[src/rtl/string_splitter_if.sv]
// string_splitter_if: load-side and letter-side handshake bundle of string_splitter.
// The DUT uses the slave modport; the string producer/letter consumer uses master.
interface string_splitter_if #(
  parameter int NCHARS = 5
);
  logic [8*NCHARS-1:0] str;
  logic load;
  logic load_ready;
  logic [7:0] letter;
  logic letter_valid;
  logic letter_ready;
  logic busy;
  logic [2:0] index;
  logic done;
  modport master (
    output str, load, letter_ready,
    input load_ready, letter, letter_valid, busy, index, done
  );
  modport slave (
    input str, load, letter_ready,
    output load_ready, letter, letter_valid, busy, index, done
  );
endinterface

[src/rtl/string_splitter.sv]
// string_splitter: emits a packed NCHARS-letter string one letter per valid/ready handshake.
// Define SPLITTER_SKIP_NUL_EN to silently consume NUL bytes instead of presenting them.
module string_splitter #(
  parameter int NCHARS = 5,
  parameter int GAP_CYCLES = 0
) (
  input logic CLK100MHZ,
  input logic CPU_RESETN,
  string_splitter_if.slave bus
);
  localparam int W = 8 * NCHARS;
  localparam int CW = GAP_CYCLES > 1 ? $clog2(GAP_CYCLES) : 1;
`ifdef SPLITTER_SKIP_NUL_EN
  localparam bit SKIP = 1'b1;
`else
  localparam bit SKIP = 1'b0;
`endif
  typedef enum logic [1:0] {IDLE, EMIT, GAP, DONE} state_t;
  state_t state, state_n;
  logic [W-1:0] sh, sh_n;
  logic [2:0] idx, idx_n;
  logic [CW-1:0] cnt, cnt_n;
  logic valid, valid_n;
  logic busy, busy_n;
  logic done, done_n;
  logic skip, adv, last;
  assign skip = SKIP && state == EMIT && sh[W-1 -: 8] == 8'h00;
  assign adv = skip || (valid && bus.letter_ready);
  assign last = idx == 3'(NCHARS - 1);
  always_ff @(posedge CLK100MHZ) begin
    if (!CPU_RESETN) begin
      state <= IDLE;
      sh <= '0;
      idx <= '0;
      cnt <= '0;
      valid <= 1'b0;
      busy <= 1'b0;
      done <= 1'b0;
    end else begin
      state <= state_n;
      sh <= sh_n;
      idx <= idx_n;
      cnt <= cnt_n;
      valid <= valid_n;
      busy <= busy_n;
      done <= done_n;
    end
  end
  always_comb begin
    state_n = state;
    sh_n = sh;
    idx_n = idx;
    cnt_n = cnt;
    case (state)
      IDLE: if (bus.load) begin
        state_n = EMIT;
        sh_n = bus.str;
        idx_n = '0;
      end
      EMIT: if (adv) begin
        sh_n = {sh[W-9:0], 8'h00};
        idx_n = idx + 3'd1;
        cnt_n = '0;
        state_n = last ? DONE : (GAP_CYCLES > 0 && !skip) ? GAP : EMIT;
      end
      GAP: begin
        cnt_n = cnt + 1'b1;
        if (cnt == CW'(GAP_CYCLES - 1)) state_n = EMIT;
      end
      default: state_n = IDLE;
    endcase
  end
  // Outputs are registered, so they are decoded from the upcoming state and data.
  always_comb begin
    valid_n = state_n == EMIT && !(SKIP && sh_n[W-1 -: 8] == 8'h00);
    busy_n = state_n != IDLE;
    done_n = state_n == DONE;
  end
  assign bus.load_ready = state == IDLE;
  assign bus.letter = sh[W-1 -: 8];
  assign bus.letter_valid = valid;
  assign bus.busy = busy;
  assign bus.index = idx;
  assign bus.done = done;
endmodule
[src/flat_wrapper.sv]
// flat-port wrapper written by rule: the top's interface ports become plain ports
module string_splitter_flat 
#(
  parameter int NCHARS = 5,
  parameter int GAP_CYCLES = 0
)
  (CLK100MHZ, CPU_RESETN, bus_str, bus_load, bus_letter_ready, bus_load_ready, bus_letter, bus_letter_valid, bus_busy, bus_index, bus_done);
  string_splitter_if #(.NCHARS(NCHARS)) bus_i ();
  input logic CLK100MHZ;
  input logic CPU_RESETN;
  input wire logic [$bits(bus_i.str)-1:0] bus_str;
  input wire logic [$bits(bus_i.load)-1:0] bus_load;
  input wire logic [$bits(bus_i.letter_ready)-1:0] bus_letter_ready;
  output wire logic [$bits(bus_i.load_ready)-1:0] bus_load_ready;
  output wire logic [$bits(bus_i.letter)-1:0] bus_letter;
  output wire logic [$bits(bus_i.letter_valid)-1:0] bus_letter_valid;
  output wire logic [$bits(bus_i.busy)-1:0] bus_busy;
  output wire logic [$bits(bus_i.index)-1:0] bus_index;
  output wire logic [$bits(bus_i.done)-1:0] bus_done;
  assign bus_i.str = bus_str;
  assign bus_i.load = bus_load;
  assign bus_i.letter_ready = bus_letter_ready;
  assign bus_load_ready = bus_i.load_ready;
  assign bus_letter = bus_i.letter;
  assign bus_letter_valid = bus_i.letter_valid;
  assign bus_busy = bus_i.busy;
  assign bus_index = bus_i.index;
  assign bus_done = bus_i.done;
  string_splitter #(.NCHARS(NCHARS), .GAP_CYCLES(GAP_CYCLES)) u_core (.CLK100MHZ(CLK100MHZ), .CPU_RESETN(CPU_RESETN), .bus(bus_i));
endmodule
[config.mk]
export PLATFORM = sky130hd
export DESIGN_NAME = string_splitter_flat
export DESIGN_NICKNAME = d
export VERILOG_FILES = /design/src/rtl/string_splitter_if.sv /design/src/rtl/string_splitter.sv /design/src/flat_wrapper.sv
export SDC_FILE = /design/constraint.sdc
export NUM_CORES = 1
export LEC_CHECK = 0
export BUFFER_PORTS_ARGS = -buffer_cell sky130_fd_sc_hd__buf_2
export CAP_MARGIN = 15
export CORE_AREA = 2 2 89 65
export CTS_CLUSTER_SIZE = 30
export DETAILED_ROUTE_END_ITERATION = 6
export DIE_AREA = 0 0 91 67
export PLACE_DENSITY = 0.78
export SYNTH_ARGS = -nofsm -noshare
export SYNTH_HDL_FRONTEND = slang
export SYNTH_SLANG_ARGS = --single-unit
[constraint.sdc]
create_clock -name CLK100MHZ -period 1.58 [get_ports CLK100MHZ]
set_clock_uncertainty 0.05 [all_clocks]
set_input_delay 0.079 -clock CLK100MHZ [delete_from_list [all_inputs] [get_ports CLK100MHZ]]
set_output_delay 0.079 -clock CLK100MHZ [all_outputs]
set_load 0.01 [all_outputs]
Word level (Yosys, flattened, before mapping)
Cells that the tools add are included.
{"block": "op_classes", "add_sub_neg": 2, "n_eq_ne": 7, "muxes": 13, "n_reduce_logical": 7}
{"operator": "$mux 40", "n": 2}
{"operator": "$pmux 40 s2", "n": 1}
{"operator": "$mux 2", "n": 4}
{"operator": "$mux 3", "n": 2}
{"operator": "$pmux 2 s3", "n": 1}
{"operator": "$pmux 3 s2", "n": 1}
{"operator": "$reduce_bool 2->1", "n": 3}
{"operator": "$eq 2x1->1 const B", "n": 2}
{"operator": "$eq 2x2->1 const B", "n": 2}
{"operator": "$add 3x1->3 const B", "n": 1}
{"operator": "$eq 3x3->1 const B", "n": 1}
{"operator": "$reduce_and 3->1", "n": 1}
{"operator": "$logic_not 2->1", "n": 1}
{"operator": "$ne 2x1->1 const B", "n": 1}
{"operator": "$ne 2x2->1 const B", "n": 1}
{"operator": "$pmux 1 s2", "n": 1}
{"operator": "$reduce_and 2->1", "n": 1}
{"operator": "$add 1x1->1 const B", "n": 1}
{"operator": "$logic_and 1x1->1", "n": 1}
{"operator": "$mux 1", "n": 1}
{"block": "word_totals", "reg_bits": 49, "out_inout_bits": 15}

Logic depth before layout (Yosys ltp)
Gate-level depths: netlist (run 1).
{"block": "depth", "ltp_word": 5, "depth_mapped": 7, "ltp_nobuf": 5}

Least setup slack after synthesis (run 1)
Ideal clock, no wire load.
{"block": "synth_timing", "kind": "register to register", "start": "reg u_core.state[1]", "end": "reg u_core.sh[10]", "t_arrival_ps": 1469, "setup_slack_ps": -55, "stages_incl_launch_ff": 7, "n_path_buf": 1, "synth_period_minus_slack_ps": 1635, "path_cell_list": "dfxtp_1 inv_1 ha_1 mux2i_1 nor2_2 buf_2 o211a_1"}
{"block": "synth_between", "elab_chain_cells": 3}
{"item": "start: declaration", "line": "string_splitter.sv:19", "source": "state_t state, state_n;"}
{"item": "start signal: assignment", "line": "string_splitter.sv:40", "source": "state <= state_n;"}
{"item": "$logic_not 2->1 *"}
{"item": "via bus_load_ready", "line": "flat_wrapper.sv:14", "source": "output wire logic [$bits(bus_i.load_ready)-1:0] bus_load_ready;"}
{"item": "$ne 2x2->1 (no source line) / $reduce_bool 2->1 (equally long branches)"}
{"item": "$reduce_and 3->1 (no source line)"}
{"item": "end signal: assignment", "line": "string_splitter.sv:41", "source": "sh <= sh_n;"}
{"item": "end: declaration", "line": "string_splitter.sv:20", "source": "logic [W-1:0] sh, sh_n;"}
Mark *: on every way through the listed nets, which the timed path passes. The rest lies on a longest branch.
A chain may end at the register's enable or synchronous reset.

Worst setup path after layout (run 1)
{"block": "layout_timing", "start": "reg u_core.state[1]", "end": "reg u_core.sh[25]"}
{"block": "layout_between", "elab_chain_cells": 3}
{"item": "$eq 2x1->1 / $logic_not 2->1 (equally long branches)", "line": "string_splitter.sv:54", "source": "case (state)"}
{"item": "$ne 2x1->1 (no source line) (tied with other cells)"}
{"item": "$reduce_and 3->1 (no source line)"}
Parallel ways exist; a longest one is shown, timed or not.

==> impl_metrics.yaml, run 1 <==
worst_setup_path:
  crit_path_end_kind: "flip-flop"
  slowest_stage: "dfxtp_2"
  worst_setup_path_start_kind: "flip-flop"
  rr_startpoint: "u_core.state[1]"
  critPathMaxStageDelay_ps: 360
  crit_path_start: "u_core.state[1]"
  worstPathArrival_ps: 1740
  crit_required_ps: 1740
  crit_top_cell: "buf_12"
  path_max_fanout: 32
  path_cells: "inv_4 -> ha_4 -> buf_12 -> mux2i_4 -> nor2_2 -> buf_12 -> o211a_1"
  worstSetupPathType: "flip-flop to flip-flop"
yosys:
  synth_seq_cells: 49
  yosysWarnings: 0
  synth-simple-area-share_pct: 11.2
  synth_top_area_share_pct: 39.8
  syn_area_per_cell_um2: 9.94
  synth.largest_area_cell: "dfxtp_1"
  yosysUniqueCellTypes: 31
  synth_area_leaders: "dfxtp_1, mux2i_1, o211a_1"
  seq_area_frac_synth_pct: 39.8
  synth_top_family_by_area: "compound AO/OA/AOI/OAI gates"
  muxShareOfSynthArea_pct: 13.9
  synth_nets: 299
  syn_inst: 248
  netlist_area_um2: 2470
  synthXorXnorAreaFrac_pct: 0
  synth_adder_area_share_pct: 3.55
  synth_compound_area_share_pct: 22.7
cells_and_area:
  antenna_cells: 0
  final_cell_mix: "buf_2, dfxtp_1, nand3_1"
  post-route-util_pct: 61.6
  nets: 367
  regArea_um2: 986
  layout-drive-gt1-share_pct: 32.3
  area_growth_pct: 29.3
  final_common_cell: "buf_2"
  fin_area_um2: 3190
  nFillCells: 449
  multiInputGateArea_um2: 1350
sta:
  fin_ws_ps: 3.47
  setup_viol: 0
  fmax_mhz: 634
  holdWs_ps: 77.3
  min_period_ps: 1580
  finalHoldViolations: 0
  tightestPinTransition_ps: 432
  rsz0062_at_grt: "yes"
  max_slew_margin_pct: 71.2
  period_share_pct: 99.8
  slew_violations: 0
clocking:
  cts_tree: "done"
  cts_root_buf: "clkbuf_8"
  clk_pin_slew_ps: 90
  clock_sinks: 49
  h-tree-depth: 2
  clkLatencyLatePin_ps: 310
  clockBufferDepth: 2
  numCtsBuffers: 5
hold_path:
  hold_path.class: "input port to flip-flop"
  hp-start: "bus_str[36]"
pwr:
  vdd_drop_max_mv: 0.474
  power.total_w: 0.00316
  powerDensity_nw_per_um2: 990
  p_leak_nw: 1.67
floorplanning:
  start_util_pct: 47.7
  rows: 22
  dieArea_um2: 6100
  die_w_um: 91
  die_y_um: 67
  io_pins: 59
  core-area_um2: 5170
detailed_routing:
  routed_via_density: 5.45
  drc: 0
  dr.pass1.iters: 6
  drtIter0Drc: 150
  vias: 2114
  routedWlPerCell_um: 15.7
  routed_wl_um: 6070
  ant_nets: 0
placement:
  io_buffers: 58
  place_congestion: 0.890
  placed_area_um2: 2840
  preCtsSetupSlack_ps: -120
  dp_hpwl_um: 3800
global_route:
  grt_max_degree: 44
  grt_antenna_before_repair: 0
  grt_pass1_wl_um: 9720
  grt-ovfl-total: 0
  grt_pass1_vias: 1992
  gr-usage-all-layers_pct: 20.5
run:
  drv_cap: 0
status:
  status: "completed"
==> metrics by stage <==
stage               instances  TNS, ps
finish                    388        0
global route              388    -1720
CTS                       384        0
detailed placement        364    -3960
global placement          364    -1070
floorplan                 248        0
==> final timing paths <==
path	to	slack, ps	depth (start not counted)
setup / recovery	u_core.sh[25]	3	7
hold / removal	u_core.sh[36]	80	4
setup reg to reg	u_core.sh[25]	3	7
hold reg to reg	u_core.sh[1]	430	2
==> power breakdown <==
part | switching, W | internal (W) | leakage (nW) | total (W)
registers | 0.0000752 | 0.00136 | 0.405 | 0.00144
clock network | 0.000423 | 0.000461 | 0.0540 | 0.000883
logic | 0.000400 | 0.000433 | 1.21 | 0.000832
total | 0.000898 | 0.00226 | 1.67 | 0.00316
==> per-layer routing <==
layer  vias up  track usage (%)  wire, µm  part of all wire, %
met5         -                0         0                    0
li1       1039                -         -                    -
met4         0             6.25        83                  1.4
met1      1010             27.6      2880                   47
met3         9             4.98       320                  5.3
met2        56             32.8      2790                   46
==> cells in the mapped netlist <==
library cell / n
clkbuf_2: 2
and4_1: 1
inv_1: 7
o211a_1: 32
o31ai_1: 2
nor3_1: 1
nand4_1: 1
nand2_1: 9
mux2i_1: 33
nand3_1: 35
and3b_1: 1
ha_1: 7
buf_4: 8
buf_6: 4
a21boi_2: 1
a21oi_1: 2
clkbuf_4: 2
a21boi_0: 11
a21bo_2: 1
or4_1: 1
clkbuf_1: 5
dfxtp_1: 49
mux2_2: 1
o21a_1: 4
o21ba_2: 1
nor2_2: 1
nand2b_1: 1
o211ai_1: 2
buf_2: 9
nor2b_1: 3
o21ai_0: 11
==> logic make-up after synthesis <==
family                     after synthesis
AOI/OAI and AO/OA                       67
adders and majority gates                7
buffers and inverters                   37
DFF                                     49
muxes                                   34
and+or+nand+nor                         54
==> registers in the layout, summed over array words and instances, names as in the netlist <==
signal and flops:
u_core.state 2, u_core.bus.done 1, u_core.cnt 1, u_core.bus.busy 1, u_core.sh 40, u_core.bus.letter_valid 1
u_core.bus.index 3
==> timing repair <==
action | CTS | global route
buffers inserted | 4 | 2
resized for setup | 7 | 11
setup endpoints to repair | 44 | 44
pin swaps | 2 | 2
gates cloned | 1 | 2
hold buffers | 8 | 0
endpoints found under the hold margin | 8 | 0
==> critical path, delay by kind of cell, from the launching register on <==
| kind | cells | cell delay [ps] |
|---|---|---|
| fa+ha+maj | 1 | 190 |
| buf+inv | 3 | 360 |
| mux | 1 | 220 |
| simple gates | 1 | 80 |
| compound gates | 1 | 210 |
| flops | 1 | 360 |
==> final cells by class <==
class | instances | share of cell area [%]
clock inverters | 2 | 1.10
well taps | 72 | 2.83
inverters | 7 | 0.981
flip-flops and latches | 49 | 30.9
clock buffers | 5 | 2.16
multi-input cells | 164 | 42.2
repair buffers | 89 | 19.8
No activity file was read; power rests on OpenSTA's default activity.
==> run 2, diff against run 1 <==
SETUP_SLACK_MARGIN = 0.02   (was default)
==> run 2 against run 1 <==
- the flow now finishes with violations (negative setup slack)
- setup slack lost 38 ps
- final cell count rose by 1.8%
- clock power rose by 7.4%
- sequential power hardly changed
- first-iteration DRC count grew 29%
- critical path type unchanged
- highest routed layer unchanged
- flip-flop and latch count unchanged
- non-clock buffer count grew 4
- cell area increased by 3.1%
- wire length grew 13%
- global-route usage up 0.53 points
- via count is 6.3% higher
- clock-buffer cell count up 1
==> impl_metrics.yaml, run 2 (synthesis results as in run 1) <==
status:
  status: "finished, violations left"
  violations: "negative setup slack"
clocking:
  numCtsBuffers: 5
  h-tree-depth: 2
  clock_sinks: 49
  clockBufferDepth: 2
  cts_tree: "done"
  clkLatencyLatePin_ps: 300
  clk_pin_slew_ps: 90
  cts_root_buf: "clkbuf_8"
detailed_routing:
  routed.top_layer: "met4"
  wl_met1_um: 3140
  dr.pass1.iters: 4
  drtIter0Drc: 194
  vias: 2248
  drc: 0
  wl_met2_um: 3030
  dr_wl_met3_um: 565
  ant_nets: 0
  routedWlPerCell_um: 17.3
  routed_via_density: 5.69
  routed_wl_um: 6850
global_route:
  grt_antenna_before_repair: 0
  grt_max_degree: 44
  grt-ovfl-total: 0
  grt_pass1_vias: 2129
  gr-usage-all-layers_pct: 21.0
  grt_pass1_wl_um: 10100
placement:
  placed_area_um2: 2820
  io_buffers: 58
  place_congestion: 0.852
  dp_hpwl_um: 3820
  preCtsSetupSlack_ps: -138
pwr:
  p_leak_nw: 1.70
  vdd_drop_max_mv: 0.510
  powerDensity_nw_per_um2: 1000
  power.total_w: 0.00329
worst_setup_path:
  crit_path_end_kind: "flip-flop"
  path_max_fanout: 8
  crit_required_ps: 1730
  worst_setup_path_start_kind: "flip-flop"
  reg2reg_to: "u_core.sh[8]"
  reg2reg_depth: 7
  crit_path_start: "u_core.state[1]"
  worstPathArrival_ps: 1770
  critPathCapture: "u_core.sh[8]"
  worstSetupPathType: "flip-flop to flip-flop"
  rrSetupSlack_ps: -30
  rr_startpoint: "u_core.state[1]"
cells_and_area:
  area_growth_pct: 33.3
  largest_reg_flops: 40
  final_common_cell: "buf_2"
  layout-drive-gt1-share_pct: 36.2
  nFillCells: 427
  largest_register: "u_core.sh"
  nets: 373
  antenna_cells: 0
  final_cell_mix: "buf_2, dfxtp_1, nand3_1"
  fin_area_um2: 3290
sta:
  fin_ws_ps: -34.2
  max_slew_margin_pct: 70.9
  finalHoldViolations: 0
  rsz0062_at_grt: "yes"
  tns_ps: -457
  tightestPinTransition_ps: 437
  min_period_ps: 1610
  period_share_pct: 102
  setup_viol: 28
  slew_violations: 0
  fmax_mhz: 619
run:
  drv_cap: 0
hold_path:
  hold_path.class: "input port to flip-flop"
  hp-start: "bus_str[2]"
floorplanning:
  io_pins: 59
  start_util_pct: 47.7
  die_y_um: 67
  dieArea_um2: 6100
  core-area_um2: 5170
  rows: 22
  die_w_um: 91
-- run 2: stage by stage --
step / util [%] / cells / hold WS, ps
3_5_place_dp: 54.5 / 365 / 289
2_1_floorplan: - / 248 / 174
5_1_grt: 63.5 / 395 / 25.6
6_report: 63.5 / 395 / 14.4
3_3_place_gp: 54.5 / 365 / 282
4_1_cts: 60.1 / 387 / 0.361
-- run 2: worst min path at each step --
stage | end | slack, ps | depth (start not counted)
4_1_cts | u_core.sh[2] | 0.4 | 3
6_report | u_core.sh[2] | 10 | 3
2_1_floorplan | u_core.sh[6] | 170 | 2
3_3_place_gp | u_core.sh[3] | 280 | 3
3_5_place_dp | u_core.sh[3] | 290 | 3
5_1_grt | u_core.sh[2] | 30 | 3
-- run 2: power breakdown --
| part | switching, W | total (W) | internal (W) | leakage [nW] |
|---|---|---|---|---|
| Combinational | 0.000441 | 0.000897 | 0.000456 | 1.24 |
| Sequential | 0.0000799 | 0.00144 | 0.00136 | 0.405 |
| Clock | 0.000433 | 0.000948 | 0.000515 | 0.0574 |
-- run 2: metal layers --
| layer | track usage, % | vias up |
|---|---|---|
| met4 | 8.33 | 0 |
| met2 | 32.4 | 104 |
| met3 | 4.86 | 10 |
| li1 | - | 1054 |
| met1 | 28.6 | 1080 |
| met5 | 0 | - |
-- run 2: critical path, cell delays in order (launching register included) --
cell	delay [ps]
dfxtp_2	370
inv_4	60
ha_4	180
buf_6	130
mux2i_4	240
nor2_4	100
clkbuf_16	180
o211a_1	210
-- run 2: timing repair --
action,in CTS,in global routing
hold buffers,7,0
endpoints found under the setup margin,44,44
resized for setup,9,24
hold endpoints to repair,7,0
cloned,2,4
pin swaps,1,3
buffers inserted,5,5
-- run 2: layout make-up --
class / count / area [µm²] / share of cell area [%]
well taps: 72 / 90.1 / 2.74
multi-input cells: 166 / 1420 / 43.1
clock buffers: 6 / 82.6 / 2.51
inverters: 7 / 31.3 / 0.952
clock inverters: 2 / 37.5 / 1.14
repair buffers: 93 / 643 / 19.6
flip-flops and latches: 49 / 986 / 30.0
==> run 3, diff against run 2 <==
CORE_AREA = 2 2 87 64   (was 2 2 89 65)
DIE_AREA = 0 0 89 66   (was 0 0 91 67)
PLACE_DENSITY = 0.77   (was 0.78)
SETUP_SLACK_MARGIN = default   (was 0.02)
clock period = 1.6 ns   (was 1.58 ns; I/O delays follow)
==> run 3 against run 2 <==
- the flow now finishes without violations
- critical path depth down 1
- total power fell by 1.2%
- die area fell by 3.7%
- sequential share of layout area up 1.0 points
- cell area shrank 3.6%
==> impl_metrics.yaml, run 3 (synthesis results as in run 1) <==
status:
  status: "completed"
sta:
  min_period_ps: 1600
  period_share_pct: 99.9
  fmax_mhz: 626
  setup_viol: 0
  finalHoldViolations: 0
  tns_ps: 0
  tightestPinTransition_ps: 423
  max_slew_margin_pct: 71.8
  slew_violations: 0
  rsz0062_at_grt: "yes"
detailed_routing:
  routed_wl_um: 5980
  ant_nets: 0
  vias: 2094
  dr.pass1.iters: 4
  drc: 0
  routedWlPerCell_um: 15.6
  routed_via_density: 5.45
  drtIter0Drc: 81
global_route:
  top_usage_layer: "met2"
  grt_max_degree: 44
  use_met1_pct: 28.3
  grt-ovfl-total: 0
  use_met3_pct: 4.24
  grt_util_met2_pct: 34.0
  gr-usage-all-layers_pct: 20.6
  grt_pass1_vias: 2018
  grt_pass1_wl_um: 9380
  grt_antenna_before_repair: 0
clocking:
  clockBufferDepth: 2
  clock_sinks: 49
  h-tree-depth: 2
  cts_root_buf: "clkbuf_8"
  clk_pin_slew_ps: 90
  cts_tree: "done"
  clkLatencyLatePin_ps: 300
  numCtsBuffers: 5
cells_and_area:
  final_cell_mix: "buf_2, dfxtp_1, nand3_1"
  layout-drive-gt1-share_pct: 32.7
  nFillCells: 455
  regArea_um2: 983
  multiInputGateArea_um2: 1360
  area_growth_pct: 28.5
  fin_area_um2: 3170
  antenna_cells: 0
  largest_register: "u_core.sh"
  final_common_cell: "buf_2"
  nets: 362
  largest_reg_flops: 40
hold_path:
  hp-start: "bus_str[32]"
  whs_endpoint: "u_core.sh[32]"
  hold_depth: 4
  hold_path.class: "input port to flip-flop"
worst_setup_path:
  rrSetupSlack_ps: 2
  crit_path_end_kind: "flip-flop"
  crit_path_start: "u_core.state[0]"
  rr_startpoint: "u_core.state[0]"
  crit_required_ps: 1740
  path_max_fanout: 32
  worst_setup_path_start_kind: "flip-flop"
  reg2reg_to: "u_core.sh[10]"
  worstPathArrival_ps: 1740
  worstSetupPathType: "flip-flop to flip-flop"
  reg2reg_depth: 6
pwr:
  power.total_w: 0.00325
  vdd_drop_max_mv: 0.466
  powerDensity_nw_per_um2: 1030
  p_leak_nw: 1.65
floorplanning:
  start_util_pct: 48.7
  core-area_um2: 5060
  die_y_um: 66
  io_pins: 59
  die_w_um: 89
  dieArea_um2: 5870
  rows: 22
placement:
  placed_area_um2: 2850
  place_congestion: 0.749
  io_buffers: 58
  dp_hpwl_um: 3850
run:
  drv_cap: 0
==> run 3: metal layers <==
metal | up-vias | part of all wire [%] | wire (µm)
li1 | 1030 | - | -
met5 | - | 0 | 0
met2 | 57 | 47 | 2800
met1 | 998 | 47 | 2810
met3 | 9 | 5.1 | 302
met4 | 0 | 1.1 | 68
==> run 3: critical path, stage by stage (launching register included) <==
cell	delay, ps
dfxtp_2	360
inv_2	90
ha_4	190
mux2i_4	320
nor2_2	80
buf_12	170
o211a_1	220
==> run 3: where the power goes <==
part	leakage [nW]	internal [W]	switching (W)
logic	1.18	0.000408	0.000386
clock network	0.0681	0.000621	0.000413
registers	0.404	0.00135	0.0000761
==> run 3: metrics by stage <==
stage	utilization, %	hold slack, ps	setup slack, ps	cells
2_1_floorplan	-	175	14.8	248
3_3_place_gp	56.2	285	-25.5	364
3_5_place_dp	56.2	290	-55.9	364
4_1_cts	61.5	85.9	0.0782	380
5_1_grt	62.6	95.3	-48.0	384
6_report	62.6	88.9	1.78	384
==> run 3: how the worst max path moves through the flow <==
| stage | endpoint | slack [ps] | cells after the start |
|---|---|---|---|
| floorplan | u_core.sh[32] | 10 | 7 |
| global placement | u_core.sh[20] | -30 | 6 |
| detailed placement | u_core.sh[10] | -60 | 6 |
| CTS | u_core.sh[10] | 0.08 | 6 |
| global route | u_core.sh[39] | -50 | 6 |
| finish | u_core.sh[10] | 2 | 6 |
==> run 3: repair_timing <==
item / CTS / global route
pin swaps: 2 / 2
buffers inserted: 0 / 2
resized for setup: 10 / 7
setup endpoints to repair: 44 / 44
hold buffers: 8 / 0
hold endpoints to repair: 8 / 0
gates cloned: 0 / 2
==> run 3: layout make-up <==
class / count / share of cell area, %
clock buffer: 5 / 2.17
clock inverter: 3 / 2.05
inverter: 7 / 0.908
multi-input combinational: 164 / 42.8
sequential: 49 / 31.0
tap: 72 / 2.84
timing repair buffer: 84 / 18.2
